<file path="src/rtl/pc_fetch_unit.sv">
// Program counter and instruction fetch front end: issues one request at a time to
// instruction memory, buffers returned words, and restarts fetch on redirect.
module pc_fetch_unit #(
  parameter logic [31:0] RESET_PC  = 32'h0000_0000,
  parameter int unsigned BUF_DEPTH = 2
) (
  input  logic        clk_i,
  input  logic        rst_ni,
  input  logic        fetch_en_i,
  output logic        imem_req_o,
  output logic [31:0] imem_addr_o,
  input  logic        imem_gnt_i,
  input  logic        imem_rvalid_i,
  input  logic [31:0] imem_rdata_i,
  output logic        instr_valid_o,
  output logic [31:0] instr_addr_o,
  output logic [31:0] instr_data_o,
  input  logic        instr_ready_i,
  input  logic        redirect_valid_i,
  input  logic [31:0] redirect_pc_i,
  output logic        misalign_err_o
);

  localparam int unsigned     PW       = (BUF_DEPTH > 1) ? $clog2(BUF_DEPTH) : 1;
  localparam logic [2:0]      DEPTH_C  = 3'(BUF_DEPTH);
  localparam logic [PW-1:0]   LAST_PTR = PW'(BUF_DEPTH - 1);

  typedef enum logic [1:0] {S_IDLE, S_REQ, S_WAIT} state_e;

  state_e        state_q, state_d;
  logic [31:0]   pc_q, pc_d;
  logic [31:0]   fetch_addr_q, fetch_addr_d;
  logic          drop_q, drop_d;
  logic [2:0]    count_q, count_d;
  logic [PW-1:0] rd_ptr_q, rd_ptr_d;
  logic [PW-1:0] wr_ptr_q, wr_ptr_d;
  logic [31:0]   head_addr_q, head_addr_d;
  logic [31:0]   head_data_q, head_data_d;
  logic          misalign_q, misalign_d;
  logic          can_issue;
  logic          push, pop;

  logic [31:0] buf_addr_q [BUF_DEPTH];
  logic [31:0] buf_data_q [BUF_DEPTH];

  function automatic logic [PW-1:0] ptr_inc(input logic [PW-1:0] p);
    return (p == LAST_PTR) ? '0 : p + 1'b1;
  endfunction

  // A redirect cancels any buffer traffic happening in the same cycle.
  assign push = (state_q == S_WAIT) && imem_rvalid_i && !drop_q && !redirect_valid_i;
  assign pop  = (count_q != 3'd0) && instr_ready_i && !redirect_valid_i;

  always_comb begin
    state_d      = state_q;
    pc_d         = pc_q;
    fetch_addr_d = fetch_addr_q;
    drop_d       = drop_q;
    count_d      = count_q + {2'b00, push} - {2'b00, pop};
    rd_ptr_d     = pop  ? ptr_inc(rd_ptr_q) : rd_ptr_q;
    wr_ptr_d     = push ? ptr_inc(wr_ptr_q) : wr_ptr_q;
    head_addr_d  = head_addr_q;
    head_data_d  = head_data_q;
    misalign_d   = 1'b0;
    can_issue    = fetch_en_i && (count_d < DEPTH_C);

    // Head registers follow the FIFO; an incoming word bypasses straight in when empty.
    if ((count_q - {2'b00, pop}) != 3'd0) begin
      head_addr_d = buf_addr_q[rd_ptr_d];
      head_data_d = buf_data_q[rd_ptr_d];
    end else if (push) begin
      head_addr_d = fetch_addr_q;
      head_data_d = imem_rdata_i;
    end

    case (state_q)
      S_IDLE: if (can_issue) state_d = S_REQ;
      S_REQ: begin
        if (imem_gnt_i) begin
          fetch_addr_d = pc_q;
          pc_d         = pc_q + 32'd4;
          state_d      = S_WAIT;
        end
      end
      S_WAIT: begin
        if (imem_rvalid_i) begin
          drop_d  = 1'b0;
          state_d = can_issue ? S_REQ : S_IDLE;
        end
      end
      default: state_d = S_IDLE;
    endcase

    // Drop is only armed while a response is still owed after this cycle.
    if (redirect_valid_i) begin
      pc_d       = {redirect_pc_i[31:2], 2'b00};
      misalign_d = |redirect_pc_i[1:0];
      count_d    = 3'd0;
      rd_ptr_d   = '0;
      wr_ptr_d   = '0;
      if (state_q == S_REQ) begin
        state_d = imem_gnt_i ? S_WAIT : S_IDLE;
        drop_d  = imem_gnt_i;
      end else if (state_q == S_WAIT) begin
        state_d = imem_rvalid_i ? S_IDLE : S_WAIT;
        drop_d  = !imem_rvalid_i;
      end else begin
        state_d = S_IDLE;
      end
    end
  end

  always_ff @(posedge clk_i or negedge rst_ni) begin
    if (!rst_ni) begin
      state_q      <= S_IDLE;
      pc_q         <= RESET_PC;
      fetch_addr_q <= 32'd0;
      drop_q       <= 1'b0;
      count_q      <= 3'd0;
      rd_ptr_q     <= '0;
      wr_ptr_q     <= '0;
      head_addr_q  <= 32'd0;
      head_data_q  <= 32'd0;
      misalign_q   <= 1'b0;
    end else begin
      state_q      <= state_d;
      pc_q         <= pc_d;
      fetch_addr_q <= fetch_addr_d;
      drop_q       <= drop_d;
      count_q      <= count_d;
      rd_ptr_q     <= rd_ptr_d;
      wr_ptr_q     <= wr_ptr_d;
      head_addr_q  <= head_addr_d;
      head_data_q  <= head_data_d;
      misalign_q   <= misalign_d;
    end
  end

  always_ff @(posedge clk_i) begin
    if (push) begin
      buf_addr_q[wr_ptr_q] <= fetch_addr_q;
      buf_data_q[wr_ptr_q] <= imem_rdata_i;
    end
  end

  assign imem_req_o     = (state_q == S_REQ);
  assign imem_addr_o    = pc_q;
  assign instr_valid_o  = (count_q != 3'd0);
  assign instr_addr_o   = head_addr_q;
  assign instr_data_o   = head_data_q;
  assign misalign_err_o = misalign_q;

endmodule

</file>
<file path="config.mk">
export PLATFORM = sky130hd
export DESIGN_NAME = pc_fetch_unit
export DESIGN_NICKNAME = d
export VERILOG_FILES = /design/src/rtl/pc_fetch_unit.sv
export SDC_FILE = /design/constraint.sdc
export NUM_CORES = 1
export LEC_CHECK = 0
export ABC_AREA = 1
export BUFFER_PORTS_ARGS = -buffer_cell sky130_fd_sc_hd__buf_2
export CAP_MARGIN = 20
export CORE_MARGIN = 2
export CORE_UTILIZATION = 55
export DETAILED_ROUTE_END_ITERATION = 10
export PLACE_DENSITY_LB_ADDON = 0.12
export SLEW_MARGIN = 20
export SYNTH_ARGS = -nofsm -noshare
export SYNTH_HDL_FRONTEND = slang
export SYNTH_SLANG_ARGS = --single-unit
</file>
<file path="constraint.sdc">
create_clock -name clk_i -period 9.5 [get_ports clk_i]
set_clock_uncertainty 0.1 [all_clocks]
set_input_delay 0.475 -clock clk_i [delete_from_list [all_inputs] [get_ports clk_i]]
set_output_delay 0.475 -clock clk_i [all_outputs]
set_load 0.05 [all_outputs]
</file>
==> results by group <==
Status
  • Result of the run: completed

Clocking
  • Clk sinks: 255
  • CTS tree: yes
  • Deepest level of the CTS H-tree: 1
  • Register clock-pin slew on the reported worst setup and hold paths: 0.06 ns
  • Insertion delay to the later sink of the worst-skew pair: 0.53 ns
  • Count of buffers added by post-CTS timing repair for setup: 0
  • CTS buffer count: 28
  • Worst-case clock buffer depth: 3
  • Clock tree root driver cell: clkbuf_16

Synth
  • Largest family of logic cells by synthesized area: simple AND/OR/NAND/NOR gates
  • Mapped Area: 11800 um^2
  • Distinct cell type count of the synthesized netlist: 37
  • Sequential share of the synthesized area: 0.593
  • Share of cell area taken by muxes after synthesis: 0
  • Fraction of the mapped netlist area in simple logic gates: 0.281
  • Xor and xnor area share after synthesis: 0.00593
  • Cell count after synthesis: 1301
  • Count of synthesis-stage warnings from yosys: 0
  • Area fraction in compound gates after synthesis: 0.0331
  • Async set-or-reset flop fraction in the synthesized netlist: 0.514
  • Number of enable-type register cells in the synthesized netlist: 124
  • Synthesized area per cell: slightly above 9 um^2
  • Area share of fa/ha/maj cells after synthesis: 0.0102
  • Most frequently used flop master after synthesis: dfrtp_1
  • Synthesized flop and latch total: 255

STA
  • Final-report hold violation count: 0
  • Maximum clock rate: 331 MHz
  • Worst max-slew margin expressed relative to the limit: 0.265
  • Final critical-path required period: about 3.0 ns
  • Ratio of final minimum period to clock period: 0.318
  • Setup TNS: 0 ns
  • Transition time of the tightest slew-check pin: 1.10 ns
  • Worst path setup slack after routing: 6.48 ns
  • Final Max Tran Viols: 0
  • Setup repair after global routing missed its margin: no
  • Final number of setup-violating endpoints: 0

Die
  • Initial cell density of the core: 0.562
  • Die boundary height: around 150 um
  • Die footprint: between 20000 and 25000 um^2
  • Die width: 151 um
  • # IOs: 170
  • Core area: 21000 um^2
  • Std cell rows: 53

Critical path
  • Kind of critical path: reg2reg
  • Required time worst endpoint: between 9 and 10 ns
  • Minimum setup slack among reg-to-reg paths: 6.48 ns
  • Data arrival, critical path: 3.08 ns
  • CP delay by family, top: simple AND/OR/NAND/NOR gates
  • CP bufs+invs: 3
  • Critical path's largest stage delay: 0.79 ns
  • Sequence of cells on the critical path: inv_1 -> ha_1 -> nand2_1 -> nor3_4 -> inv_2 -> nor2_4 -> buf_4
  • Critical Path Source Type: flop
  • Slowest CP cell: nor2_4
  • Critical path capture point type: flop
  • Largest fanout on the critical path: 33

Final layout
  • Final cell count without fillers: 1745
  • Synth-to-layout area growth: 15.6%
  • Highest-count cells in the layout ignoring fill and taps: nand2_1, buf_2, inv_1
  • Number of nets at the end of the flow: about 1500
  • Non-Filler Cell Area, Final: 13700 um^2
  • Fill cell total of the finished layout: 1736
  • Inserted Diodes: 0
  • Share of cells above drive strength 1: 0.180
  • Utilization of the core after routing: 0.650
  • Most common library cell in the layout ignoring fill and taps: nand2_1

Placed design
  • Routability congestion estimate from global placement: 0.851
  • Post-Place Worst Slack: a little over 6 ns
  • Area after detailed placement: 12700 um^2
  • IO buf count: 165
  • Placed cell count: roughly 1700
  • HPWL after detailed placement: 16.8 mm

Drt
  • Post-DR vias/cell: 5.15
  • Number of design rule violations left after detail routing: 0
  • Wire length reported by the detailed router: 26.7 mm
  • First-pass detailed-route iteration total: 7
  • Final routed wire length divided by cell count: 15.3 um
  • Antenna Nets Post-Route: 0
  • Starting DRC count in detailed routing: 611
  • Count of vias placed by the detailed router: 8982

Power and ir drop
  • Static leakage: around 6.4 nW
  • Ratio of total power to cell area: 362 nW/um^2
  • Worst supply voltage drop on vdd: 0.000252 V

Global routing
  • GRT overflow: 0
  • Total global-route track usage: 0.239
  • Maximum number of pins on one net before global-route repair: 100
  • Number of antenna violations at the first check in global routing: 0
  • Via count of the first global-routing pass: 8611
  • Wire length of the first global-routing pass: 43.1 mm

Run
  • Max-cap check violation count: 0

Worst hold path
  • Hold/Removal Path Class: in2reg
-- cell type report --
class	instances	area (um^2)	area share
clock buffer	39	805	0.0589
clock inverter	13	166	0.0122
inverter	138	518	0.0379
multi-input combinational	853	3940	0.288
sequential	255	7000	0.513
tap	275	344	0.0252
timing repair buffer	172	887	0.0649
-- power breakdown --
part / internal, mW / switching, mW / total, mW
Clock: 0.698 / 0.424 / 1.12
Combinational: 0.565 / 1.60 / 2.16
Sequential: 1.46 / 0.199 / 1.66
Total: 2.73 / 2.22 / 4.95
-- Yosys cell counts, types with 8 or more instances --
cell type / count / share of area
buf_6: 8 / 0.0076
o21ai_0: 55 / 0.023
dfrtp_1: 131 / 0.28
buf_2: 21 / 0.0089
nand3_1: 124 / 0.053
nor2_1: 125 / 0.040
nand2_1: 463 / 0.15
ha_1: 8 / 0.0085
edfxtp_1: 124 / 0.32
inv_1: 135 / 0.043
clkbuf_1: 15 / 0.0048
nand3_2: 31 / 0.026
buf_4: 8 / 0.0051
-- sequential cells by signal, summed over array words and instances, names as in the netlist --
register,cells
wr_ptr_q,1
imem_addr_o,30
count_q,3
drop_q,1
fetch_addr_q,30
buf_addr_q,60
buf_data_q,64
instr_data_o,32
state_q,2
instr_addr_o,30
rd_ptr_q,1
misalign_err_o,1
-- layer usage --
metal,global-route usage,wire length (um),vias up
met2,0.394,12600,292
met1,0.337,12000,4226
met5,0,0,-
li1,-,-,4427
met3,0.0321,1600,37
met4,0.0580,490,0
-- worst reg2reg max path, stage by stage (launching register included) --
cell	delay, ns
dfrtp_1	0.41
inv_1	0.09
ha_1	0.21
nand2_1	0.12
nor3_4	0.21
inv_2	0.14
nor2_4	0.79
buf_4	0.57
-- metrics by stage --
stage               total power [mW]  hold WS [ns]
finish                          4.95        0.0517
global route                    5.31        0.0352
CTS                             4.99        0.0359
detailed placement              3.86         0.362
global placement                3.80         0.347
floorplan                       3.39        0.0794
-- worst paths after layout --
path                                        startpoint                     endpoint  cells after the start
min reg2reg                instr_data_o[9]$_DFFE_PN0P_  instr_data_o[9]$_DFFE_PN0P_                      2
max reg2reg                     state_q[0]$_DFFE_PN0P_  buf_data_q[0][30]$_DFFE_PP_                      7
min                                    imem_rdata_i[8]   buf_data_q[1][8]$_DFFE_PP_                      1
max                             state_q[0]$_DFFE_PN0P_  buf_data_q[0][30]$_DFFE_PP_                      7
max in group asynchronous                       rst_ni  instr_addr_o[9]$_DFFE_PN0P_                      3
min in group asynchronous                       rst_ni  instr_data_o[9]$_DFFE_PN0P_                      2
-- what timing repair did --
| action | CTS | global route |
|---|---|---|
| gates resized for setup | 0 | 0 |
| endpoints found under the hold margin | 65 | 0 |
| hold buffers | 1 | 0 |
-- cell families after synthesis --
logic type	count (synthesis)
simple gates	760
flops	255
buf+inv	196
compound gates	72
fa+ha+maj	9
xor+xnor	8
other cells	1
Note: power is estimated with default switching activity, not from simulation.
